===== src/rtl/matmul_ctrl_csr.sv =====
// Control/status register file for the matmul accelerator: configuration, start/ack/done
// handshake, sticky done/error flags and a busy-cycle counter. Optional IRQ via MATMUL_CSR_IRQ_EN.
module matmul_ctrl_csr #(
  parameter int BUS_WIDTH   = 16,
  parameter int DIM_WIDTH   = 2,
  parameter int COUNT_WIDTH = 16
) (
  input  logic                 clk_i,
  input  logic                 rst_ni,
  input  logic [1:0]           addr_i,
  input  logic                 wr_en_i,
  input  logic                 rd_en_i,
  input  logic [BUS_WIDTH-1:0] wdata_i,
  output logic [BUS_WIDTH-1:0] rdata_o,
  output logic                 rvalid_o,
  output logic                 start_o,
  input  logic                 start_ack_i,
  input  logic                 done_i,
  output logic                 mode_bit_o,
  output logic [1:0]           write_target_o,
  output logic [1:0]           read_target_o,
  output logic [DIM_WIDTH-1:0] n_o,
  output logic [DIM_WIDTH-1:0] k_o,
  output logic [DIM_WIDTH-1:0] m_o,
  output logic                 busy_o,
  output logic                 irq_o,
  output logic [1:0]           dbg_state_o
);

  localparam int CTRL_W = 8 + 3 * DIM_WIDTH;
  localparam logic [CTRL_W-1:0] CTRL_WMASK = ~(CTRL_W'(1) << 6);

  // Bus handshake: a strobe (wr_en_i / rd_en_i) is accepted on every clock edge it is high;
  // there is no back-pressure. Read data follows one cycle later with a single-cycle rvalid_o.
  typedef enum logic [1:0] {
    ST_IDLE  = 2'd0,
    ST_ARMED = 2'd1,
    ST_BUSY  = 2'd2
  } state_e;

  state_e                 state_q, state_d;
  logic [CTRL_W-1:0]      ctrl_q, ctrl_d;
  logic                   done_q, done_d;
  logic                   err_q, err_d;
  logic [COUNT_WIDTH-1:0] cycles_q, cycles_d;
  logic [BUS_WIDTH-1:0]   rdata_q, rdata_d;
  logic                   rvalid_q, rvalid_d;
  logic                   ctrl_wr, stat_wr, busy;
  logic                   unused_wdata;

  assign ctrl_wr      = wr_en_i && (addr_i == 2'd0);
  assign stat_wr      = wr_en_i && (addr_i == 2'd1);
  assign busy         = (state_q != ST_IDLE);
  assign unused_wdata = ^wdata_i;

  always_comb begin
    state_d  = state_q;
    ctrl_d   = ctrl_q;
    done_d   = done_q;
    err_d    = err_q;
    cycles_d = cycles_q;

    if (stat_wr) begin
      if (wdata_i[1]) done_d = 1'b0;
      if (wdata_i[2]) err_d  = 1'b0;
    end
    if (ctrl_wr && busy) err_d = 1'b1;

    // Set events are applied after the W1C so they take priority.
    case (state_q)
      ST_IDLE: begin
        if (ctrl_wr) begin
          ctrl_d = wdata_i[CTRL_W-1:0] & CTRL_WMASK;
          if (wdata_i[0]) begin
            state_d  = ST_ARMED;
            cycles_d = '0;
            done_d   = 1'b0;
          end
        end
      end
      ST_ARMED: begin
        if (start_ack_i) begin
          ctrl_d[0] = 1'b0;
          state_d   = ST_BUSY;
        end
      end
      ST_BUSY: begin
        if (cycles_q != '1) cycles_d = cycles_q + COUNT_WIDTH'(1);
        if (done_i) begin
          state_d = ST_IDLE;
          done_d  = 1'b1;
        end
      end
      default: state_d = ST_IDLE;
    endcase
  end

  // Reads sample the registers before this cycle's write lands.
  always_comb begin
    rvalid_d = rd_en_i;
    rdata_d  = rdata_q;
    if (rd_en_i) begin
      case (addr_i)
        2'd0:    rdata_d = BUS_WIDTH'(ctrl_q);
        2'd1:    rdata_d = BUS_WIDTH'({err_q, done_q, busy});
        2'd2:    rdata_d = BUS_WIDTH'(cycles_q);
        default: rdata_d = '0;
      endcase
    end
  end

  always_ff @(posedge clk_i or negedge rst_ni) begin
    if (!rst_ni) begin
      state_q  <= ST_IDLE;
      ctrl_q   <= '0;
      done_q   <= 1'b0;
      err_q    <= 1'b0;
      cycles_q <= '0;
      rdata_q  <= '0;
      rvalid_q <= 1'b0;
    end else begin
      state_q  <= state_d;
      ctrl_q   <= ctrl_d;
      done_q   <= done_d;
      err_q    <= err_d;
      cycles_q <= cycles_d;
      rdata_q  <= rdata_d;
      rvalid_q <= rvalid_d;
    end
  end

`ifdef MATMUL_CSR_IRQ_EN
  logic irq_q, irq_d;
  assign irq_d = done_q & ctrl_q[7];
  always_ff @(posedge clk_i or negedge rst_ni) begin
    if (!rst_ni) irq_q <= 1'b0;
    else         irq_q <= irq_d;
  end
  assign irq_o = irq_q;
`else
  assign irq_o = 1'b0;
`endif

  assign rdata_o        = rdata_q;
  assign rvalid_o       = rvalid_q;
  assign start_o        = (state_q == ST_ARMED);
  assign busy_o         = busy;
  assign dbg_state_o    = state_q;
  assign mode_bit_o     = ctrl_q[1];
  assign write_target_o = ctrl_q[3:2];
  assign read_target_o  = ctrl_q[5:4];
  assign n_o            = ctrl_q[8 +: DIM_WIDTH];
  assign k_o            = ctrl_q[8 + DIM_WIDTH +: DIM_WIDTH];
  assign m_o            = ctrl_q[8 + 2 * DIM_WIDTH +: DIM_WIDTH];

endmodule


===== config.mk =====
export PLATFORM = sky130hd
export DESIGN_NAME = matmul_ctrl_csr
export DESIGN_NICKNAME = d
export VERILOG_FILES = /design/src/rtl/matmul_ctrl_csr.sv
export SDC_FILE = /design/constraint.sdc
export NUM_CORES = 1
export LEC_CHECK = 0
export ABC_AREA = 0
export CAP_MARGIN = 25
export CORE_MARGIN = 4
export CORE_UTILIZATION = 45
export DETAILED_ROUTE_END_ITERATION = 7
export DONT_BUFFER_PORTS = 1
export PLACE_DENSITY = 0.6
export REMOVE_ABC_BUFFERS = 1
export SYNTH_ARGS = -nofsm -noshare
export SYNTH_HDL_FRONTEND = slang
export SYNTH_SLANG_ARGS = --single-unit

===== constraint.sdc =====
create_clock -name clk_i -period 1.7 [get_ports clk_i]
set_input_delay 0.255 -clock clk_i [delete_from_list [all_inputs] [get_ports clk_i]]
set_output_delay 0.255 -clock clk_i [all_outputs]
set_load 0.1 [all_outputs]

==> key figures <==
Global routing
  – Global-route usage over all layers: 18.9%
  – First-pass GRT wire length: 10600 um
  – Number of antenna violations at the first check in global routing: 0
  – Pin count of the biggest net entering global routing: 51
  – Global-route congestion overflow total: 0
  – Number of global-route vias before repair: around 2100

STA
  – Actual slew at the worst max-slew pin: between 500 and 600 ps
  – Final-report max-slew violation count: 0
  – Crit path setup slack, layout: -66.8 ps
  – Highest Clock Rate: ~570 MHz
  – Period utilization: 104%
  – Post-Route Hold Slack: 18.3 ps
  – RSZ-0062 raised after global routing: true
  – Post-route minimum period: 1770 ps
  – Relative max-transition margin: ~64%
  – Hold violation total from the final report: 0
  – Worst setup skew after layout: approximately 6.8 ps
  – # setup viols final: 11

Logic synthesis
  – Number of library cell types mapped by synthesis: 39
  – Portion of the post-synthesis area used by sequential elements: between 40% and 50%
  – Cell area after synthesis: about 0.0025 sq mm
  – Number of flip-flops and latches in the synthesized netlist: 50
  – Ys flop type: dfrtp_1
  – Most instantiated cells after synthesis: 50 x dfrtp_1, 21 x inv_1, 20 x a21oi_1
  – Most common cell in the synthesized netlist: dfrtp_1
  – Cell count after synthesis: between 200 and 250
  – Mean cell area of the mapped netlist: 10.2 sq um
  – Warnings from Yosys: 0
  – Top cells by area, synth: dfrtp_1 49%, mux2_2 5.3%, mux2i_1 5.1%, a21oi_1 3.9%, o31ai_1 3.8%
  – Number of enable flip-flop cells after synthesis: 0
  – Synth area leader: dfrtp_1
  – Synth async-reset ratio: 100%
  – Top-area cell type share of the netlist area: 49.3%

Cells and area
  – Final net count: around 320
  – Number of diodes added for antenna fixing: 0
  – P&R area growth vs syn: 28.7%
  – Filler Cells Inserted: ~480
  – Layout cell share with drive strength beyond 1: between 30% and 40%

Worst setup path
  – Setup slack on the worst flop-to-flop path: -70 ps
  – CP Data Required Time: ~2000 ps
  – Critical register-to-register path startpoint: cycles_q[0]$_DFFE_PN0P_
  – Master of the slowest instance on the critical path: or4_4
  – Register-to-Register Path Depth: 5
  – Worst EP arrival: 2010 ps
  – Startpoint class of the critical path: flip-flop
  – Crit Path Category: flip-flop to flip-flop
  – Worst setup EP type: flip-flop
  – Sequence of cells on the critical path: ha_4 -> nand4_4 -> a211o_4 -> or4_4 -> a21oi_1
  – Critical path peak fanout: 9
  – Worst reg2reg path endpoint: cycles_q[12]$_DFFE_PN0P_
  – Longest individual stage delay on the worst path: approximately 520 ps

Die
  – Row count: 27
  – Core region area: roughly 0.0055 sq mm
  – Die width: 83.1 um
  – Die Height: ~83 um
  – Die Outline Area: 0.00691 sq mm
  – I/O pin cnt: 57
  – Effective utilization at floorplan: a little under half

Routing
  – Number of vias in the routed layout: around 2100
  – Residual antenna-violating net count after detailed routing: 0
  – Per-cell routed wire length: 17.1 um
  – DRT iter0 DRCs: approximately 190
  – Drc violations: 0
  – Total length of routed wires: approximately 6400 um
  – First-pass detailed-route iteration total: 4
  – Detailed-route vias per instance: between 5 and 6

CTS
  – Clock sink count: 50
  – Number of buffers added by the clock tree synthesis step: 5
  – Clk pin slew, worst setup/hold paths: 100 ps
  – Total number of H-tree levels: 2
  – Skew-Pair Late Insertion Delay: 310 ps
  – CTS Root Buffer Type: clkbuf_8
  – Clock tree from TritonCTS: built
  – Maximum clock path buffer count: 2

Place
  – Placed wire-length estimate: between 4000 and 5000 um
  – Worst slack at placement: -122 ps
  – Number of port buffers: 0
  – Routability-driven placement congestion ratio: roughly 0.86

Worst hold path
  – Path type of the worst min-delay path: primary input to flip-flop
  – Worst hold path endpoint: dbg_state_o[1]$_DFFE_PN0P_
  – Startpoint of the worst hold path: done_i
  – Count of cells along the worst hold path: 1

Run status
  – Run status: finished with violations
  – Violated checks: setup timing

Power and ir drop
  – Total power divided by cell area: about 1300 mW/mm^2
  – Maximum resistive drop on vdd: around 0.001 V
  – Cell leakage power: between 1 and 1.5 nW

Job
  – Max capacitance violation total: 0
-- state kept, by name (all words and copies together), names as in the netlist, named ones only --
register	cells
cycles_q	16
rdata_o	16
ctrl_q	13
dbg_state_o	2
err_q	1
rvalid_o	1
-- power breakdown --
group          switching, mW  leakage, nW  total, mW  internal (mW)
combinational           1.25        0.772       1.71          0.458
clock                  0.425       0.0585      0.867          0.442
sequential             0.132        0.646       1.51           1.38
total                   1.81         1.48       4.09           2.28
-- per-layer routing --
layer | wire [um] | GRT usage, % | vias up | part of all wire [%]
met5 | 0 | 0 | - | 0
met4 | 79 | 5.65 | 0 | 1.2
met3 | 393 | 4.86 | 7 | 6.2
met2 | 3170 | 32.1 | 62 | 50
met1 | 2730 | 23.6 | 1006 | 43
li1 | - | - | 999 | -
-- critical path: cells and delay by family, from the launching register on --
kind	cells	cell delay (ps)
AOI/OAI and AO/OA	2	490
DFF	1	410
adders and majority gates	1	170
and+or+nand+nor	2	630
-- layout by cell type, fill, tap and decap left out, types with 2 or more instances in the layout --
cell type,instances
o21ai_0,9
nand2b_1,2
nand3_1,13
buf_12,4
nand4_1,4
inv_1,20
clkbuf_8,5
nor2b_1,2
o22ai_1,10
buf_6,2
or4_4,3
nand2_1,11
mux2i_1,13
buf_4,58
or4_1,10
dlygate4sd3_1,2
dfrtp_1,50
nor2_1,8
a21oi_1,18
o31ai_1,12
mux2_2,12
a21oi_2,2
-- final cells by class --
cell class                      count  area, sq um  area share (%)
Inverter                           21         78.8            2.41
Timing Repair Buffer               68          591            18.1
Multi-Input combinational cell    153         1140            35.0
Clock buffer                        5         68.8            2.11
Tap cell                           72         90.1            2.76
Clock inverter                      3         43.8            1.34
Sequential cell                    50         1250            38.3
-- kinds of logic after synthesis --
group | synth area share, %
and+or+nand+nor | 16.0
AOI/OAI and AO/OA | 14.8
DFF | 49.3
buffers and inverters | 8.82
muxes | 10.4
adders and majority gates | 0.493
other | 0.148
-- worst max path at each step --
stage	from	end	slack, ps	cells after the start
floorplan	dbg_state_o[1]$_DFFE_PN0P_	cycles_q[15]$_DFFE_PN0P_	-640	4
global placement	cycles_q[0]$_DFFE_PN0P_	cycles_q[14]$_DFFE_PN0P_	-90	5
detailed placement	cycles_q[1]$_DFFE_PN0P_	cycles_q[12]$_DFFE_PN0P_	-120	5
CTS	cycles_q[1]$_DFFE_PN0P_	cycles_q[13]$_DFFE_PN0P_	-40	5
global route	cycles_q[1]$_DFFE_PN0P_	cycles_q[7]$_DFFE_PN0P_	-130	8
finish	cycles_q[0]$_DFFE_PN0P_	cycles_q[12]$_DFFE_PN0P_	-70	5
-- through the flow --
step	area [sq um]	instances	utilization, %	total power [mW]	setup TNS [ps]
2_1_floorplan	2390	224	-	2.71	-16340
3_3_place_gp	3000	360	54.5	3.13	-446
3_5_place_dp	3000	360	54.5	3.16	-796
4_1_cts	3230	372	58.6	4.09	-179
5_1_grt	3270	372	59.4	4.27	-1490
6_report	3270	372	59.4	4.09	-406
-- repair_timing --
item,CTS,global route
endpoints found under the setup margin,13,18
pin swaps,8,1
gates cloned,1,0
buffers inserted,0,0
hold endpoints to repair,51,0
gates resized for setup,10,13
hold buffers,3,0
No activity file was read; power rests on OpenSTA's default activity.
